File: src/rtl/muldiv.sv
// Iterative HI/LO multiply/divide unit: radix-2 shift-add multiply and restoring divide, one bit per cycle.
// Define MULDIV_DIV_EN to build the divider datapath in; otherwise DIV/DIVU requests are ignored.
module muldiv #(
    parameter int N = 32
) (
    input  logic         clk,
    input  logic         reset,
    input  logic         start,
    input  logic [1:0]   op,
    input  logic [N-1:0] a,
    input  logic [N-1:0] b,
    input  logic         whi,
    input  logic         wlo,
    input  logic [N-1:0] wdata,
    output logic         busy,
    output logic [N-1:0] hi,
    output logic [N-1:0] lo
);

    localparam int CW = ($clog2(N) < 1) ? 1 : $clog2(N);
    localparam logic [0:0] IDLE = 1'b0;
    localparam logic [0:0] RUN  = 1'b1;

    logic [0:0]     state = IDLE;
    logic [CW-1:0]  cnt   = '0;
    logic [N-1:0]   hi_r  = '0;
    logic [N-1:0]   lo_r  = '0;
    logic [N-1:0]   m     = '0;
    logic [2*N-1:0] p     = '0;
    logic           neg_res = 1'b0;
`ifdef MULDIV_DIV_EN
    logic           is_div  = 1'b0;
    logic           neg_rem = 1'b0;
    logic [N-1:0]   a_raw   = '0;
    logic [N:0]     shifted;
    logic [N:0]     diff;
    logic [N-1:0]   quo;
    logic [N-1:0]   rem;
`endif

    logic           accept;
    logic           sgn, a_neg, b_neg;
    logic [N-1:0]   a_mag, b_mag;
    logic [N:0]     mul_sum;
    logic [2*N-1:0] p_next;
    logic [2*N-1:0] prod;
    logic [N-1:0]   res_hi, res_lo;

    assign busy = (state == RUN);
    assign hi   = hi_r;
    assign lo   = lo_r;

    always_comb begin
        sgn   = ~op[0];
        a_neg = sgn & a[N-1];
        b_neg = sgn & b[N-1];
        a_mag = a_neg ? -a : a;
        b_mag = b_neg ? -b : b;
`ifdef MULDIV_DIV_EN
        accept = start && (state == IDLE);
`else
        accept = start && (state == IDLE) && !op[1];
`endif
    end

    // p holds {partial product, multiplier} or {partial remainder, dividend/quotient}
    always_comb begin
        mul_sum = {1'b0, p[2*N-1:N]} + (p[0] ? {1'b0, m} : '0);
        p_next  = {mul_sum, p[N-1:1]};
`ifdef MULDIV_DIV_EN
        shifted = p[2*N-1:N-1];
        diff    = shifted - {1'b0, m};
        if (is_div) begin
            if (!diff[N])
                p_next = {diff[N-1:0], p[N-2:0], 1'b1};
            else
                p_next = {shifted[N-1:0], p[N-2:0], 1'b0};
        end
`endif
    end

    always_comb begin
        prod   = neg_res ? -p_next : p_next;
        res_hi = prod[2*N-1:N];
        res_lo = prod[N-1:0];
`ifdef MULDIV_DIV_EN
        quo = neg_res ? -p_next[N-1:0]   : p_next[N-1:0];
        rem = neg_rem ? -p_next[2*N-1:N] : p_next[2*N-1:N];
        if (is_div) begin
            // divisor magnitude zero: all-ones quotient, dividend passed through as remainder
            if (m == '0) begin
                res_hi = a_raw;
                res_lo = '1;
            end else begin
                res_hi = rem;
                res_lo = quo;
            end
        end
`endif
    end

    always_ff @(posedge clk) begin
        if (reset) begin
            state   <= IDLE;
            cnt     <= '0;
            hi_r    <= '0;
            lo_r    <= '0;
            m       <= '0;
            p       <= '0;
            neg_res <= 1'b0;
`ifdef MULDIV_DIV_EN
            is_div  <= 1'b0;
            neg_rem <= 1'b0;
            a_raw   <= '0;
`endif
        end else begin
            case (state)
                IDLE: begin
                    if (accept) begin
                        state   <= RUN;
                        cnt     <= '0;
                        neg_res <= a_neg ^ b_neg;
`ifdef MULDIV_DIV_EN
                        is_div  <= op[1];
                        neg_rem <= a_neg;
                        a_raw   <= a;
                        m       <= op[1] ? b_mag : a_mag;
                        p       <= {{N{1'b0}}, (op[1] ? a_mag : b_mag)};
`else
                        m       <= a_mag;
                        p       <= {{N{1'b0}}, b_mag};
`endif
                    end else begin
                        if (whi) hi_r <= wdata;
                        if (wlo) lo_r <= wdata;
                    end
                end
                default: begin
                    p   <= p_next;
                    cnt <= cnt + 1'b1;
                    if (cnt == CW'(N - 1)) begin
                        state <= IDLE;
                        hi_r  <= res_hi;
                        lo_r  <= res_lo;
                    end
                end
            endcase
        end
    end

endmodule

File: config.mk
export PLATFORM = sky130hd
export DESIGN_NAME = muldiv
export DESIGN_NICKNAME = d
export VERILOG_FILES = /design/src/rtl/muldiv.sv
export SDC_FILE = /design/constraint.sdc
export NUM_CORES = 1
export LEC_CHECK = 0
export BUFFER_PORTS_ARGS = -buffer_cell sky130_fd_sc_hd__buf_2
export CORE_MARGIN = 3
export CORE_UTILIZATION = 59
export CTS_CLUSTER_DIAMETER = 150
export DETAILED_ROUTE_END_ITERATION = 10
export PLACE_DENSITY = 0.9
export SLEW_MARGIN = 20
export SYNTH_ARGS = -nofsm -noshare
export SYNTH_HDL_FRONTEND = slang
export SYNTH_SLANG_ARGS = --single-unit
File: constraint.sdc
create_clock -name clk -period 5.4 [get_ports clk]
set_input_delay 0.54 -clock clk [delete_from_list [all_inputs] [get_ports clk]]
set_output_delay 0.54 -clock clk [all_outputs]
set_load 0.03 [all_outputs]
==> impl_metrics.yaml <==
timing:
  tns_ns: 0
  max_freq_mhz: 223.2
  final-setup-viol-count: 0
  min_period_ns: 4.481
  period_share_pct: 82.97
  worst_pin_slew_ns: 1.039
  rsz0062_at_grt: "no"
  report.final.slew_viol_count: 0
  relSlewSlack_pct: 30.28
  setup_slack_ns: 0.9194
  fin_skew_ns: 0.01512
  hold_viol: 0
logic_synthesis:
  synth_enable_flop_cells: 0
  avgSynthCellArea_um2: 7.532
  synthMuxAreaShare_pct: 1.139
  synth_nets: 1687
  synth.top_cell.area_share_pct: 28.71
  synth_area_um2: 11640
  synth_area_leaders: "dfxtp_1, nor2_1, a21oi_1, a211oi_1, xor2_1"
  ys_seq_area_share_pct: 28.71
  synth_seq_cells: 167
  yosysWarnings: 0
  synth-simple-area-share_pct: 24.36
  ys.flop_type: "dfxtp_1"
  async_reset_ff_share_pct: 0
  synth-compound-area-share_pct: 27.69
  synth_fa_ha_area_share_pct: 4.147
  syn_inst: 1546
  yosysUniqueCellTypes: 84
  synth_xor_xnor_area_share_pct: 9.595
  yosys.area.top_type: "dfxtp_1"
  synth_top_family_by_area: "compound AO/OA/AOI/OAI gates"
clocking:
  cts_tree: "built"
  postCtsResizedCells: 0
  clockBufferDepth: 2
  path_clk_slew_ns: 0.07
  post-cts-setup-buffers: 0
  clkLatencyLatePin_ns: 0.44
  cts.htree.levels: 4
  cts_hold_buf: 0
  cts.sinks: 167
  cts_buffers: 17
  root_buffer: "clkbuf_16"
critical_path:
  cp.arrival_ns: 4.79
  max_stage_delay_ns: 0.61
  cpMaxStageDelayCell: "dfxtp_1"
  end_kind: "register"
  worstPathMaxFanout: 33
  reg2reg_slack_ns: 0.92
  cp_data_required_time_ns: 5.71
  critical_path_class: "reg2reg"
  worstSetupStartpointType: "register"
  worstPathCellList: "and2_1, ha_1, fa_1, a21o_1, nor4_1, o211ai_1, a221oi_4, nand2_1, nor4_1, nand4_1, o21ai_0, mux2i_1, o41ai_1"
  cp_common_cell: "nor4_1"
detailed_routing:
  drt-total-wl_um: 35190
  drc: 1
  firstDrtPassIters: 11
  vias: 12090
  drt_iter0_drc: 1402
  ant_nets: 0
  drt-vias-per-instance: 6.337
  post_drt_wl_per_cell_um: 18.45
grt:
  grt_antenna_before_repair: 0
  grt-busiest-layer: "met2"
  grt_util_met2_pct: 47.16
  grt_start_max_net_pins: 92
  track_usage_pct: 31.80
  grt_overflow_total: 0
  met1_usage_pct: 46.33
  grt_pass1_wl_um: 56300
  met3_usage_pct: 6.207
  grt_pass1_vias: 10920
place:
  place_congestion: 0.9702
  dpl.hpwl_um: 26000
  place_ws_ns: 1.056
  numPortBuffers: 167
power:
  pwr_density_cell_nw_per_um2: 249.1
  p_total_uw: 3268
  p_leak_uw: 0.005317
  vdd_drop_max_uv: 164.8
die:
  fp.dieW_um: 146.5
  start_util_pct: 61.23
  fp.dieH_um: 146.5
  dieArea_um2: 21460
  num_rows: 50
  core-area_um2: 19020
  io_pins: 168
finish:
  syn2layout_area_growth_pct: 12.65
  n_fill_cell: 1604
  drive_above_1_share_pct: 15.73
  multi_input_area_um2: 7831
  num_antenna_cells: 0
  fin_nets: 1775
  regArea_um2: 3351
status:
  violations: "design-rule violations"
  status: "finished, violations left"
job:
  drv_cap: 0
hold_path:
  min_path_type: "in2reg"
registers in the layout, indices dropped and copies added (netlist names):
register and cells:
p 64, cnt 5, lo 32, neg_res 1, busy 1, hi 32
m 32
layout make-up:
class | count | share of cell area [%]
multi-input combinational | 1249 | 59.70
sequential | 167 | 25.54
timing repair buffer | 177 | 7.211
clock buffer | 17 | 3.243
tap | 260 | 2.480
clock inverter | 15 | 1.192
inverter | 22 | 0.6295
worst max-delay path: cells and delay by family (launching register included):
family	cells	cell delay [ns]
compound gates	5	1.52
fa+ha+maj	2	0.67
flops	1	0.61
mux	1	0.14
simple gates	5	1.39
routing by layer:
metal / wire (um) / vias to the layer above / part of all wire [%]
met5: 0 / - / 0
met4: 993 / 0 / 2.8
met3: 3949 / 66 / 11
met2: 14800 / 681 / 42
met1: 15450 / 5545 / 44
li1: - / 5793 / -
per-stage QoR:
stage / hold WS [ns] / utilization [%] / cell area [um^2] / instances
after detailed placement: 0.4515 / 65.65 / 12490 / 1873
after global routing: 0.3841 / 68.97 / 13120 / 1907
after global placement: 0.4400 / 65.65 / 12490 / 1873
after floorplan: 0.4273 / - / 11640 / 1546
after CTS: 0.3718 / 68.71 / 13070 / 1905
final: 0.3869 / 68.97 / 13120 / 1907
worst paths after layout:
path	start	to	cells after the start
worst min-delay path	a[0]	m[0]$_SDFFE_PP0P_	3
worst min register to register	hi[15]$_SDFFE_PP0P_	hi[15]$_SDFFE_PP0P_	2
worst max register to register	p[0]$_SDFFE_PP0P_	hi[24]$_SDFFE_PP0P_	13
worst max-delay path	p[0]$_SDFFE_PP0P_	hi[24]$_SDFFE_PP0P_	13
report_power, final:
part,internal [uW],switching (uW),total (uW),leakage (uW)
Combinational,230,428,658,0.00367
Clock,620,599,1220,0.000282
Sequential,1300,86.6,1390,0.00137
Total,2150,1110,3270,0.00532
synth_stat cells (16+ instances only):
master,number
clkbuf_1,95
a211oi_1,93
inv_1,21
nor3_1,25
and3_1,29
nand3_1,29
dfxtp_1,167
xnor2_1,47
xor2_1,75
o31ai_1,20
o41ai_1,17
o21ai_0,72
nor2_1,246
ha_1,37
nand2_1,111
a21oi_1,165
and2_1,45
or3_1,18
nor4_1,16
cell usage in the layout, fill, tap and decap left out, drive strengths merged, types with 12 or more instances in the layout:
cell type  count
o31ai         20
and3          29
nand3         30
nand4         14
a21o          14
o41ai         18
a221oi        13
nor3          26
o21ai         78
clkbuf        17
ha            37
a311oi        12
nor4          19
a21oi        171
o211ai        13
nand2        111
inv           31
xnor2         50
and2          45
nor2         246
a31oi         12
or3           20
dfxtp        167
or4           12
buf          177
a211oi        95
xor2          75
cells by family (layout without fill, tap and decap cells):
family / Yosys count / count (layout)
AOI/OAI and AO/OA: 489 / 489
xor gates and xnor gates: 125 / 125
adders and majority gates: 38 / 38
buffers and inverters: 130 / 231
DFF: 167 / 167
muxes: 13 / 13
and+or+nand+nor: 584 / 584
Power figures use the tool's default switching activity.
